### src/rtl/id_ex_hazard_ctrl.sv
// -----------------------------------------------------------------------------
// id_ex_hazard_ctrl
// Pipeline interlock controller. It drives the stall and flush inputs of the
// IF/ID, ID/EX and EX/MEM segment registers. It resolves three kinds of event:
// load-use hazards between ID and EX, taken branch/jump redirects, and
// data-memory wait states. Two saturating counters record stall and flush
// cycles for performance debug.
//
// Parameters
//   REDIRECT_BUBBLES : wrong-path flush cycles per taken redirect (>= 1)
//   CNT_W            : event counter width
//
// Ports
//   Clk, Rst_n                : clock (rising edge), async active-low reset
//   ID_Rs, ID_Rt              : source registers of the instruction in ID
//   ID_RsRead, ID_RtRead      : source-read qualifiers (RtRead != 0 -> reads Rt)
//   EX_MemWBSrc               : EX instruction is a load
//   EX_Rd_Write_Byte_en       : EX destination byte write enables
//   EX_RegDst, EX_Rt, EX_Rd   : EX destination select and register fields
//   Branch_taken, Jump_taken  : redirect resolved in EX this cycle
//   Mem_busy                  : data memory not ready, freeze everything
//   Cnt_clr                   : synchronous clear of both counters
//   PC_stall .. EX_MEM_stall  : hold the respective register
//   IF_ID_flush, ID_EX_flush  : bubble the respective segment
//   Hz_state                  : 0 RUN, 1 REDIRECT, 2 MEM_WAIT
//   Stall_cnt, Flush_cnt      : saturating event counters
// -----------------------------------------------------------------------------
module id_ex_hazard_ctrl #(
  parameter int REDIRECT_BUBBLES = 1,
  parameter int CNT_W            = 16
) (
  input  logic             Clk,
  input  logic             Rst_n,
  input  logic [4:0]       ID_Rs,
  input  logic [4:0]       ID_Rt,
  input  logic             ID_RsRead,
  input  logic [1:0]       ID_RtRead,
  input  logic             EX_MemWBSrc,
  input  logic [3:0]       EX_Rd_Write_Byte_en,
  input  logic [1:0]       EX_RegDst,
  input  logic [4:0]       EX_Rt,
  input  logic [4:0]       EX_Rd,
  input  logic             Branch_taken,
  input  logic             Jump_taken,
  input  logic             Mem_busy,
  input  logic             Cnt_clr,
  output logic             PC_stall,
  output logic             IF_ID_stall,
  output logic             ID_EX_stall,
  output logic             EX_MEM_stall,
  output logic             IF_ID_flush,
  output logic             ID_EX_flush,
  output logic [1:0]       Hz_state,
  output logic [CNT_W-1:0] Stall_cnt,
  output logic [CNT_W-1:0] Flush_cnt
);

  // Bubble counter only has to hold REDIRECT_BUBBLES-1.
  localparam int BW = (REDIRECT_BUBBLES > 1) ? $clog2(REDIRECT_BUBBLES) : 1;
  localparam logic [BW-1:0] RELOAD = BW'(REDIRECT_BUBBLES - 1);
  localparam logic [BW-1:0] BZERO  = BW'(0);
  localparam logic [BW-1:0] BONE   = BW'(1);
  localparam logic [CNT_W-1:0] CNT_MAX  = {CNT_W{1'b1}};
  localparam logic [CNT_W-1:0] CNT_ZERO = {CNT_W{1'b0}};
  localparam logic [CNT_W-1:0] CNT_ONE  = CNT_W'(1);

  typedef enum logic [1:0] {
    ST_RUN      = 2'd0,
    ST_REDIRECT = 2'd1,
    ST_MEM_WAIT = 2'd2
  } hz_state_e;

  hz_state_e state_q, state_d;
  hz_state_e resume_q, resume_d;
  hz_state_e eff_state_s;
  logic [BW-1:0] bub_q, bub_d;
  logic [CNT_W-1:0] stall_cnt_q, stall_cnt_d;
  logic [CNT_W-1:0] flush_cnt_q, flush_cnt_d;

  logic [4:0] dest_s;
  logic       dest_vld_s;
  logic       ex_wr_s;
  logic       load_use_s;
  logic       redir_s;

  logic pc_stall_s, if_id_stall_s, id_ex_stall_s, ex_mem_stall_s;
  logic if_id_flush_s, id_ex_flush_s;

  // EX destination register decode.
  always_comb begin
    dest_s     = 5'd0;
    dest_vld_s = 1'b0;
    case (EX_RegDst)
      2'd0: begin dest_s = EX_Rt;  dest_vld_s = 1'b1; end
      2'd1: begin dest_s = EX_Rd;  dest_vld_s = 1'b1; end
      2'd2: begin dest_s = 5'd31;  dest_vld_s = 1'b1; end
      default: begin dest_s = 5'd0; dest_vld_s = 1'b0; end
    endcase
  end

  // r0 is never a real producer, so a write to it cannot create a hazard.
  assign ex_wr_s    = (EX_Rd_Write_Byte_en != 4'h0) && dest_vld_s && (dest_s != 5'd0);
  assign load_use_s = EX_MemWBSrc && ex_wr_s &&
                      ((ID_RsRead && (ID_Rs == dest_s)) ||
                       ((ID_RtRead != 2'd0) && (ID_Rt == dest_s)));
  assign redir_s    = Branch_taken || Jump_taken;

  // Next-state, bubble count and stall/flush decode.
  always_comb begin
    state_d        = state_q;
    resume_d       = resume_q;
    bub_d          = bub_q;
    pc_stall_s     = 1'b0;
    if_id_stall_s  = 1'b0;
    id_ex_stall_s  = 1'b0;
    ex_mem_stall_s = 1'b0;
    if_id_flush_s  = 1'b0;
    id_ex_flush_s  = 1'b0;

    // The first non-busy MEM_WAIT cycle acts exactly like the saved state.
    if (state_q == ST_MEM_WAIT) begin
      eff_state_s = resume_q;
    end else begin
      eff_state_s = state_q;
    end

    if (Mem_busy) begin
      // Freeze: bubble count held, remember where to pick up again.
      pc_stall_s     = 1'b1;
      if_id_stall_s  = 1'b1;
      id_ex_stall_s  = 1'b1;
      ex_mem_stall_s = 1'b1;
      state_d        = ST_MEM_WAIT;
      if (state_q == ST_MEM_WAIT) begin
        resume_d = resume_q;
      end else begin
        resume_d = state_q;
      end
    end else begin
      case (eff_state_s)
        ST_RUN: begin
          if (redir_s) begin
            if_id_flush_s = 1'b1;
            id_ex_flush_s = 1'b1;
            bub_d         = RELOAD;
            state_d       = (RELOAD != BZERO) ? ST_REDIRECT : ST_RUN;
          end else if (load_use_s) begin
            // One bubble: hold PC and IF/ID, inject a NOP into ID/EX.
            pc_stall_s    = 1'b1;
            if_id_stall_s = 1'b1;
            id_ex_flush_s = 1'b1;
            state_d       = ST_RUN;
          end else begin
            state_d = ST_RUN;
          end
        end
        ST_REDIRECT: begin
          // load_use is deliberately ignored: the ID instruction is wrong-path.
          if_id_flush_s = 1'b1;
          id_ex_flush_s = 1'b1;
          if (redir_s) begin
            bub_d   = RELOAD;
            state_d = (RELOAD != BZERO) ? ST_REDIRECT : ST_RUN;
          end else if (bub_q <= BONE) begin
            bub_d   = BZERO;
            state_d = ST_RUN;
          end else begin
            bub_d   = bub_q - BONE;
            state_d = ST_REDIRECT;
          end
        end
        default: begin
          state_d = ST_RUN;
        end
      endcase
    end
  end

  // Saturating event counters; clear wins over increment.
  always_comb begin
    stall_cnt_d = stall_cnt_q;
    flush_cnt_d = flush_cnt_q;
    if (Cnt_clr) begin
      stall_cnt_d = CNT_ZERO;
      flush_cnt_d = CNT_ZERO;
    end else begin
      if (pc_stall_s && (stall_cnt_q != CNT_MAX)) begin
        stall_cnt_d = stall_cnt_q + CNT_ONE;
      end else begin
        stall_cnt_d = stall_cnt_q;
      end
      if (id_ex_flush_s && (flush_cnt_q != CNT_MAX)) begin
        flush_cnt_d = flush_cnt_q + CNT_ONE;
      end else begin
        flush_cnt_d = flush_cnt_q;
      end
    end
  end

  // State, resume point, bubble count and counter registers.
  always_ff @(posedge Clk or negedge Rst_n) begin
    if (!Rst_n) begin
      state_q     <= ST_RUN;
      resume_q    <= ST_RUN;
      bub_q       <= BZERO;
      stall_cnt_q <= CNT_ZERO;
      flush_cnt_q <= CNT_ZERO;
    end else begin
      state_q     <= state_d;
      resume_q    <= resume_d;
      bub_q       <= bub_d;
      stall_cnt_q <= stall_cnt_d;
      flush_cnt_q <= flush_cnt_d;
    end
  end

  // During reset the pipeline is held bubbled: flushes forced, stalls off.
  assign PC_stall     = Rst_n & pc_stall_s;
  assign IF_ID_stall  = Rst_n & if_id_stall_s;
  assign ID_EX_stall  = Rst_n & id_ex_stall_s;
  assign EX_MEM_stall = Rst_n & ex_mem_stall_s;
  assign IF_ID_flush  = (~Rst_n) | if_id_flush_s;
  assign ID_EX_flush  = (~Rst_n) | id_ex_flush_s;
  assign Hz_state     = state_q;
  assign Stall_cnt    = stall_cnt_q;
  assign Flush_cnt    = flush_cnt_q;

endmodule

### config.mk
export PLATFORM = sky130hd
export DESIGN_NAME = id_ex_hazard_ctrl
export DESIGN_NICKNAME = d
export VERILOG_FILES = /design/src/rtl/id_ex_hazard_ctrl.sv
export SDC_FILE = /design/constraint.sdc
export NUM_CORES = 1
export LEC_CHECK = 0
export ABC_CLOCK_PERIOD_IN_PS = 3100
export BUFFER_PORTS_ARGS = -buffer_cell sky130_fd_sc_hd__buf_4
export CORE_MARGIN = 10
export CORE_UTILIZATION = 53
export DETAILED_ROUTE_END_ITERATION = 7
export MAX_ROUTING_LAYER = met4
export PLACE_DENSITY = 0.87
export SLEW_MARGIN = 40
export SYNTH_ARGS = -nofsm -noshare
export SYNTH_HDL_FRONTEND = slang
export SYNTH_SLANG_ARGS = --single-unit
### constraint.sdc
create_clock -name Clk -period 3.1 [get_ports Clk]
set_input_delay 0.155 -clock Clk [delete_from_list [all_inputs] [get_ports Clk]]
set_output_delay 0.155 -clock Clk [all_outputs]
set_load 0.01 [all_outputs]
==> results of run 1 <==
## what timing repair did
item | CTS | global route
hold buffers | 1 | 0
hold endpoints to repair | 35 | 0
gates resized for setup | 0 | 0
## stage by stage
step	hold slack (ns)	utilization (%)
after global placement	0.153	67.6
after CTS	0.0478	69.9
after global routing	0.0511	69.9
after floorplan	-0.141	-
final	0.0505	69.9
after detailed placement	0.149	67.6
## registers in the layout (all words and copies together) (netlist names)
register	count
Flush_cnt	16
Stall_cnt	16
resume_q	2
Hz_state	1
## kinds of logic (layout without fill, tap and decap cells)
logic type | count (synthesis) | after routing | synth area share [%]
AO/OA/AOI/OAI | 91 | 91 | 23.3
XOR/XNOR | 2 | 2 | 0.652
adder cells (fa/ha/maj) | 2 | 2 | 0.931
buffers and inverters | 24 | 92 | 4.56
flip-flops | 35 | 35 | 32.6
multiplexers | 13 | 13 | 5.35
other | 1 | 1 | 0.140
AND/OR/NAND/NOR | 154 | 154 | 32.4
## power by group through the flow
stage	Clock, mW	Sequential, mW	Combinational, mW
5_1_grt	0.395	0.471	0.209
4_1_cts	0.375	0.470	0.191
3_3_place_gp	0	0.479	0.183
2_1_floorplan	0	0.479	0.107
6_report	0.373	0.470	0.190
3_5_place_dp	0	0.479	0.190
## worst paths after layout
| path | end | startpoint | cells past startpoint | slack, ns |
|---|---|---|---|---|
| worst min register to register | resume_q[0]$_DFFE_PN0P_ | resume_q[0]$_DFFE_PN0P_ | 1 | 0.52 |
| worst min-delay path | Hz_state[1]$_DFF_PN0_ | Mem_busy | 1 | 0.05 |
| max in group asynchronous | Stall_cnt[3]$_DFFE_PN0P_ | Rst_n | 2 | 2.40 |
| worst max-delay path | Stall_cnt[9]$_DFFE_PN0P_ | Stall_cnt[0]$_DFFE_PN0P_ | 7 | 0.51 |
| min in group asynchronous | Flush_cnt[3]$_DFFE_PN0P_ | Rst_n | 2 | 0.36 |
| worst max register to register | Stall_cnt[9]$_DFFE_PN0P_ | Stall_cnt[0]$_DFFE_PN0P_ | 7 | 0.51 |
## cell type report
class / count / area (um2)
tap: 67 / 83.8
multi-input combinational: 263 / 1690
inverter: 4 / 15.0
fill: 417 / 1450
clock buffer: 8 / 100
sequential: 35 / 876
timing repair buffer: 80 / 603
## routing by layer
| metal | up-vias | part of all wire (%) | GRT usage, % |
|---|---|---|---|
| li1 | 1342 | - | - |
| met5 | - | 0 | - |
| met4 | 0 | 1.5 | 5.87 |
| met3 | 13 | 6.7 | 4.86 |
| met1 | 1313 | 43 | 20.6 |
| met2 | 114 | 49 | 29.2 |
## Yosys cell counts (4+ instances only)
| library cell | count |
|---|---|
| nand3_1 | 16 |
| a21oi_1 | 27 |
| and3_1 | 12 |
| nand4_1 | 6 |
| nor2_1 | 28 |
| o21ai_0 | 15 |
| or4_1 | 14 |
| nand2_1 | 27 |
| mux2_2 | 11 |
| nor2b_1 | 11 |
| and4_1 | 4 |
| dfrtp_1 | 35 |
| o31ai_1 | 14 |
| o21bai_1 | 5 |
| and2_1 | 4 |
| clkbuf_1 | 12 |
| or2_2 | 7 |
| buf_4 | 4 |
| nand2b_1 | 7 |
==> flow_summary.yaml, run 1 <==
pwr:
  power.share.sequential_pct: 45.5
  p_int_mw: 0.750
  p_leak_nw: 1.45
  p_switching_mw: 0.283
  sw_frac_of_total_pct: 27.4
  pwr-share-comb_pct: 18.4
  finalPower_mw: 1.03
  clkPwrFrac_pct: 36.1
  max-vdd-ir-drop_v: 0.000158
  p_per_area_nw_per_um2: 307
synth:
  avgSynthCellArea_um2: 8.35
  syn_nets: 360
  netlist_area_um2: 2690
  netlist.area_leader.share_pct: 32.6
  synth_ff_type: "dfrtp_1"
  synthDistinctLibCells: 61
  synth_seq_area_share_pct: 32.6
  synthArstFlopShare_pct: 100
  postSynthCellCount: 322
  yosysWarnings: 0
  ys_seq_elements: 35
  synth_edf_count: 0
  ys_top_cells_by_area: "dfrtp_1 33%, a21oi_1 5.0%, mux2_2 4.6%"
  synth_area_leader_cell: "dfrtp_1"
global_route:
  grt_pass1_wl_um: 12300
  grt_max_degree: 44
  grtUsageTotal_pct: 17.8
  grt_pass1_vias: 2641
  antenna_found_initial: 0
  grt-ovfl-total: 0
critical_path:
  cp_data_required_time_ns: 3.28
  path_cells: "ha_1, and3_1, nand2_1, o21bai_1, or4_1, o21ai_0, mux2_2"
  critPathKind: "flip-flop to flip-flop"
  worstPathMaxFanout: 7
  critPathCaptureType: "flip-flop"
  start_kind: "flip-flop"
  worst_ep_arrival_time_ns: 2.77
  cp_slowest_cell: "or4_1"
  cp_top_family: "simple AND/OR/NAND/NOR gates"
  cp_slowest_stage_delay_ns: 0.52
  path_buf_inv: 0
floorplan:
  die_h_um: 91.2
  io_pins: 76
  rows: 25
  die_w_um: 91.2
  initial_core_util_pct: 55.8
  dieArea_um2: 8320
  coreArea_um2: 4820
sta:
  fin_crit_sh_pct: 83.4
  clock.fmax_mhz: 387
  relSlewSlack_pct: 60.6
  rsz0062_at_grt: "false"
  tightestPinTransition_ns: 0.590
  finalWorstSetupSlack_ns: 0.514
  finalCriticalPeriod_ns: 2.59
  fin_skew_ns: 0.00264
  maxSlewViolCount: 0
  final_hold_viol_count: 0
  setup_violations: 0
  fin_setup_tns_ns: 0
clock_tree:
  htree_levels: 2
  numCtsBuffers: 5
  clk_latency_ns: 0.29
  cts_tree: "built"
  cts_max_path_buffers: 2
  clk_pin_slew_ns: 0.07
  clock-root-buffer: "clkbuf_8"
  cts_setup_buffers: 0
  cts_sinks: 35
placed_design:
  place_area_um2: 3260
  hpwl_um: 5720
  dpl.cell_count: 448
  portBuffers: 74
  gp_congestion: 0.859
  place_ws_ns: 0.338
cells_and_area:
  final_common_cell: "buf_4"
  antenna_cells: 0
  mostFrequentLayoutCells: "79 x buf_4, 35 x dfrtp_1, 28 x nor2_1, 27 x nand2_1, 27 x a21oi_1"
  drive_gt1_share_pct: 28.7
  area_growth_pct: 25.3
  nNetsFinal: 427
  final_area_um2: 3370
  fin_cells: 457
detailed_routing:
  route.detailed.drc: 0
  wl_per_cell_um: 16.6
  wirelength_um: 7570
  ant_nets: 0
  drtIter0Drc: 273
  via_count: 2782
  vias_per_cell: 6.09
  first_pass_iters: 4
job:
  cap_violations: 0
min_path:
  hold_path_class: "input pin to flip-flop"
status:
  status: "finished, final reports clean"
Power figures use the tool's default switching activity.
==> run 2: changes to the inputs <==
--- a/config.mk
+++ b/config.mk
@@ -5,13 +5,13 @@
 export SDC_FILE = /design/constraint.sdc
 export NUM_CORES = 1
 export LEC_CHECK = 0
-export ABC_CLOCK_PERIOD_IN_PS = 3100
+export ABC_CLOCK_PERIOD_IN_PS = 2200
 export BUFFER_PORTS_ARGS = -buffer_cell sky130_fd_sc_hd__buf_4
 export CORE_MARGIN = 10
-export CORE_UTILIZATION = 53
+export CORE_UTILIZATION = 48
 export DETAILED_ROUTE_END_ITERATION = 7
 export MAX_ROUTING_LAYER = met4
-export PLACE_DENSITY = 0.87
+export PLACE_DENSITY = 0.83
 export SLEW_MARGIN = 40
 export SYNTH_ARGS = -nofsm -noshare
 export SYNTH_HDL_FRONTEND = slang
==> constraint.sdc (replaced) <==
create_clock -name Clk -period 2.2 [get_ports Clk]
set_input_delay 0.11 -clock Clk [delete_from_list [all_inputs] [get_ports Clk]]
set_output_delay 0.11 -clock Clk [all_outputs]
set_load 0.01 [all_outputs]
==> flow_summary.yaml, run 2 (synthesis results as in run 1) <==
placed_design:
  place_ws_ns: -0.400
  gp_congestion: 0.875
  hpwl_um: 6370
  portBuffers: 74
detailed_routing:
  first_pass_iters: 5
  route.detailed.drc: 0
  vias_per_cell: 6.01
  drtIter0Drc: 222
  wirelength_um: 9350
  ant_nets: 0
  wl_per_cell_um: 18.1
  via_count: 3100
critical_path:
  cp_data_required_time_ns: 2.43
  cp_top_family: "simple AND/OR/NAND/NOR gates"
  worst_ep_arrival_time_ns: 2.51
  path_buf_inv: 4
  cp_slowest_stage_delay_ns: 0.57
  start_kind: "input pin"
  cp_slowest_cell: "or4_4"
  path_cells: "buf_8, nand3b_1, buf_4, a21oi_2, or4_4, nor4b_4, buf_4, a311oi_4, buf_6, or4_4, a21oi_2"
  worstPathMaxFanout: 7
  reg2reg_slack_ns: 0.02
  critPathKind: "input pin to flip-flop"
  critPathCaptureType: "flip-flop"
pwr:
  p_int_mw: 1.07
  p_leak_nw: 1.79
  power.share.sequential_pct: 42.7
  p_switching_mw: 0.467
  sw_frac_of_total_pct: 30.4
  max-vdd-ir-drop_v: 0.000290
  finalPower_mw: 1.53
  pwr-share-comb_pct: 26.0
  p_per_area_nw_per_um2: 373
  clkPwrFrac_pct: 31.2
cells_and_area:
  fill_cells: 401
  seqCellArea_um2: 877
  drive_gt1_share_pct: 47.1
  final_common_cell: "buf_4"
  area_growth_pct: 53.1
  antenna_cells: 0
  nNetsFinal: 481
  multi_input_area_um2: 1970
  mostFrequentLayoutCells: "119 x buf_4, 34 x dfrtp_1, 27 x nor2_1, 26 x nand2_1, 16 x nand3_1"
  post-route-util_pct: 75.2
job:
  cap_violations: 0
clock_tree:
  cts_sinks: 35
  clk_pin_slew_ns: 0.08
  htree_levels: 2
  clock-root-buffer: "clkbuf_8"
  numCtsBuffers: 5
  cts_max_path_buffers: 2
  clk_latency_ns: 0.30
  cts_tree: "built"
global_route:
  grt-ovfl-total: 0
  grtUsageTotal_pct: 19.7
  grt_max_degree: 44
  grt_pass1_vias: 3047
  grt_pass1_wl_um: 14000
  antenna_found_initial: 0
sta:
  finalWorstSetupSlack_ns: -0.0777
  fin_crit_sh_pct: 104
  maxSlewViolCount: 0
  final_hold_viol_count: 0
  fin_skew_ns: 0.00514
  setup_violations: 12
  clock.fmax_mhz: 439
  rsz0062_at_grt: "true"
  finalCriticalPeriod_ns: 2.28
  fin_setup_tns_ns: -0.303
floorplan:
  coreArea_um2: 5470
  initial_core_util_pct: 49.1
  die_h_um: 94.8
  rows: 27
  io_pins: 76
  dieArea_um2: 8990
  die_w_um: 94.8
min_path:
  hold_path_class: "input pin to flip-flop"
status:
  status: "finished, violations left"
  violations: "setup timing"
==> run 2: cell types whose count changed in the layout (fill, tap and decap cells not counted), moves of 3 or more <==
cell / change
a21oi_1: -12
a21oi_2: +12
and3_1: -3
buf_4: +40
buf_6: +10
o21ai_0: -3
o21bai_1: -3
o21bai_4: +3
o31ai_1: -4
o31ai_2: +3
or4_1: -8
or4_4: +8
==> run 2: timing repair <==
item	in CTS	in global routing
endpoints found under the hold margin	36	0
pin swaps	18	24
buffers inserted	10	2
gates resized for setup	18	49
setup endpoints to repair	13	28
hold buffers	2	0
==> run 2: per-layer routing <==
metal | GRT usage, % | up-vias | part of all wire [%]
met3 | 5.00 | 21 | 7.0
met4 | 6.73 | 0 | 2.2
met5 | - | - | 0
met1 | 20.7 | 1508 | 39
met2 | 34.8 | 115 | 52
li1 | - | 1456 | -
==> run 2: final cells by class <==
cell class | count | area share, %
Multi-Input combinational cell | 263 | 47.8
Timing Repair Buffer | 134 | 26.3
Sequential cell | 35 | 21.3
Tap cell | 72 | 2.19
Clock buffer | 6 | 1.76
Inverter | 4 | 0.365
Clock inverter | 2 | 0.304
==> run 2: power by group through the flow <==
stage          clock network (mW)  logic, mW  registers, mW
6_report                    0.479      0.399          0.655
5_1_grt                     0.513      0.428          0.656
3_5_place_dp                    0      0.331          0.668
2_1_floorplan                   0      0.156          0.675
3_3_place_gp                    0      0.320          0.667
4_1_cts                     0.476      0.361          0.655
==> run 2: path summary, 6_finish.rpt <==
kind / from / depth (start not counted) / to
max in group asynchronous: Rst_n / 2 / Stall_cnt[0]$_DFFE_PN0P_
min in group asynchronous: Rst_n / 2 / Stall_cnt[15]$_DFFE_PN0P_
worst max-delay path: EX_RegDst[0] / 11 / Flush_cnt[12]$_DFFE_PN0P_
worst min register to register: resume_q[1]$_DFFE_PN0P_ / 1 / resume_q[1]$_DFFE_PN0P_
worst max register to register: Stall_cnt[4]$_DFFE_PN0P_ / 7 / Stall_cnt[9]$_DFFE_PN0P_
worst min-delay path: Cnt_clr / 2 / Flush_cnt[10]$_DFFE_PN0P_
==> run 2: metrics by stage <==
stage	cell area [um2]	hold WS, ns	cells
after detailed placement	3650	0.108	495
after CTS	3900	0.257	514
after global placement	3640	0.0993	495
final	4110	0.279	516
after global routing	4110	0.282	516
after floorplan	2750	-0.186	322
==> run 3: changes to the inputs <==
--- a/config.mk
+++ b/config.mk
@@ -12,6 +12,7 @@
 export DETAILED_ROUTE_END_ITERATION = 7
 export MAX_ROUTING_LAYER = met4
 export PLACE_DENSITY = 0.83
+export SETUP_SLACK_MARGIN = 0.5
 export SLEW_MARGIN = 40
 export SYNTH_ARGS = -nofsm -noshare
 export SYNTH_HDL_FRONTEND = slang
==> flow_summary.yaml, run 3 (synthesis results as in run 1) <==
sta:
  setup_violations: 15
  finalCriticalPeriod_ns: 2.31
  fin_crit_sh_pct: 105
  fin_skew_ns: 0.00763
  whs_ns: 0.0168
  final_hold_viol_count: 0
  clock.fmax_mhz: 432
  maxSlewViolCount: 0
  rsz0062_at_grt: "true"
  finalWorstSetupSlack_ns: -0.114
placed_design:
  place_area_um2: 3660
  hpwl_um: 6020
  portBuffers: 74
  gp_congestion: 0.870
  dpl.cell_count: 489
floorplan:
  dieArea_um2: 8990
  coreArea_um2: 5470
  initial_core_util_pct: 49.1
  die_w_um: 94.8
  rows: 27
  die_h_um: 94.8
  io_pins: 76
global_route:
  antenna_found_initial: 0
  grt_max_degree: 44
  grt_pass1_wl_um: 14300
  met2_usage_pct: 34.1
  grt-busiest-layer: "met2"
  met3_usage_pct: 4.12
  grt_pass1_vias: 3066
  grt-ovfl-total: 0
  grtUsageTotal_pct: 19.8
  globalRouteMet1Util_pct: 22.6
critical_path:
  start_kind: "input pin"
  worst_ep_arrival_time_ns: 2.53
  reg2reg_slack_ns: 0
  critPathCaptureType: "flip-flop"
  regToRegStartpoint: "Flush_cnt[2]$_DFFE_PN0P_"
  cp-startpoint: "EX_RegDst[0]"
  critPathKind: "input pin to flip-flop"
  worstPathMaxFanout: 8
  r2r_cells: 6
  r2r-end: "Flush_cnt[8]$_DFFE_PN0P_"
  cp_data_required_time_ns: 2.42
cells_and_area:
  fin_cells: 515
  drive_gt1_share_pct: 50.3
  nNetsFinal: 480
  mostFrequentLayoutCells: "111 x buf_4, 33 x dfrtp_1, 26 x nor2_1, 26 x nand2_1, 19 x a21oi_1"
  area_growth_pct: 64.8
  antenna_cells: 0
  final_common_cell: "buf_4"
  final_area_um2: 4430
clock_tree:
  htree_levels: 2
  cts_sinks: 35
  clk_pin_slew_ns: 0.08
  clk_latency_ns: 0.30
  clock-root-buffer: "clkbuf_8"
  cts_max_path_buffers: 2
  numCtsBuffers: 5
  cts_tree: "built"
detailed_routing:
  route.detailed.drc: 0
  wl_per_cell_um: 20.9
  wirelength_um: 10800
  vias_per_cell: 6.34
  first_pass_iters: 5
  ant_nets: 0
  drtIter0Drc: 326
  via_count: 3266
pwr:
  max-vdd-ir-drop_v: 0.000323
  p_per_area_nw_per_um2: 402
  p_leak_nw: 1.86
job:
  cap_violations: 0
min_path:
  min_to: "Hz_state[1]$_DFF_PN0_"
  hold_path_class: "input pin to flip-flop"
  hold_depth: 1
  min_from: "Mem_busy"
status:
  status: "finished, violations left"
  violations: "setup timing"
run 3: cell count changes in the layout (fill, tap and decap cells not counted), moves of 4 or more:
cell and change:
a21oi_1 +4, a21oi_2 -6, buf_4 -8, buf_6 +6, mux2_2 -11, mux2_4 +11, o21ai_0 -6, o21ai_4 +5
run 3: timing repair:
| item | 4_1_cts | 5_1_grt |
|---|---|---|
| buffers inserted | 6 | 9 |
| hold endpoints to repair | 35 | 0 |
| pin swaps | 21 | 29 |
| resized for setup | 48 | 53 |
| hold buffers | 1 | 0 |
| endpoints found under the setup margin | 35 | 36 |
| gates cloned | 1 | 1 |
run 3: cell type report:
class / instances / area (um2)
Inverter: 4 / 15.0
Multi-Input combinational cell: 263 / 2200
Clock buffer: 6 / 72.6
Timing Repair Buffer: 133 / 1110
Fill cell: 301 / 1040
Tap cell: 72 / 90.1
Clock inverter: 2 / 60.1
Sequential cell: 35 / 878
run 3: worst max-delay path, cell delays in order:
cell      delay [ns]
buf_4           0.13
o21bai_4        0.17
and3_1          0.14
or4_4           0.54
nor4b_4         0.29
buf_4           0.17
a311oi_2        0.03
buf_4           0.19
buf_12          0.14
or4_1           0.45
a21oi_1         0.17
run 3: report_power, final:
group / internal (mW) / total (mW) / switching [mW]
clock network: 0.454 / 0.720 / 0.266
logic: 0.194 / 0.405 / 0.211
registers: 0.650 / 0.657 / 0.00718
total: 1.30 / 1.78 / 0.485
run 3: layer usage:
layer  routed length (um)  part of all wire [%]
met1                 4230                    39
met2                 5430                    50
met3                  821                   7.6
met4                  286                   2.7
met5                    0                     0
run 3: worst max-delay path by stage:
stage	endpoint	slack, ns	depth (start not counted)
after CTS	PC_stall	-0.05	11
after global placement	Flush_cnt[4]$_DFFE_PN0P_	-0.15	10
final	Flush_cnt[8]$_DFFE_PN0P_	-0.11	11
after global routing	Flush_cnt[15]$_DFFE_PN0P_	-0.18	11
after detailed placement	Flush_cnt[3]$_DFFE_PN0P_	-0.20	10
after floorplan	Stall_cnt[9]$_DFFE_PN0P_	-0.04	8
run 3: through the flow:
step / setup TNS [ns] / power [mW] / worst slack [ns] / utilization, %
floorplan: -0.152 / 0.840 / -0.0443 / -
global placement: -2.91 / 0.985 / -0.152 / 66.9
detailed placement: -4.44 / 0.994 / -0.202 / 66.9
CTS: -0.295 / 1.71 / -0.0501 / 74.5
global route: -2.33 / 1.84 / -0.182 / 80.9
finish: -0.813 / 1.78 / -0.114 / 80.9
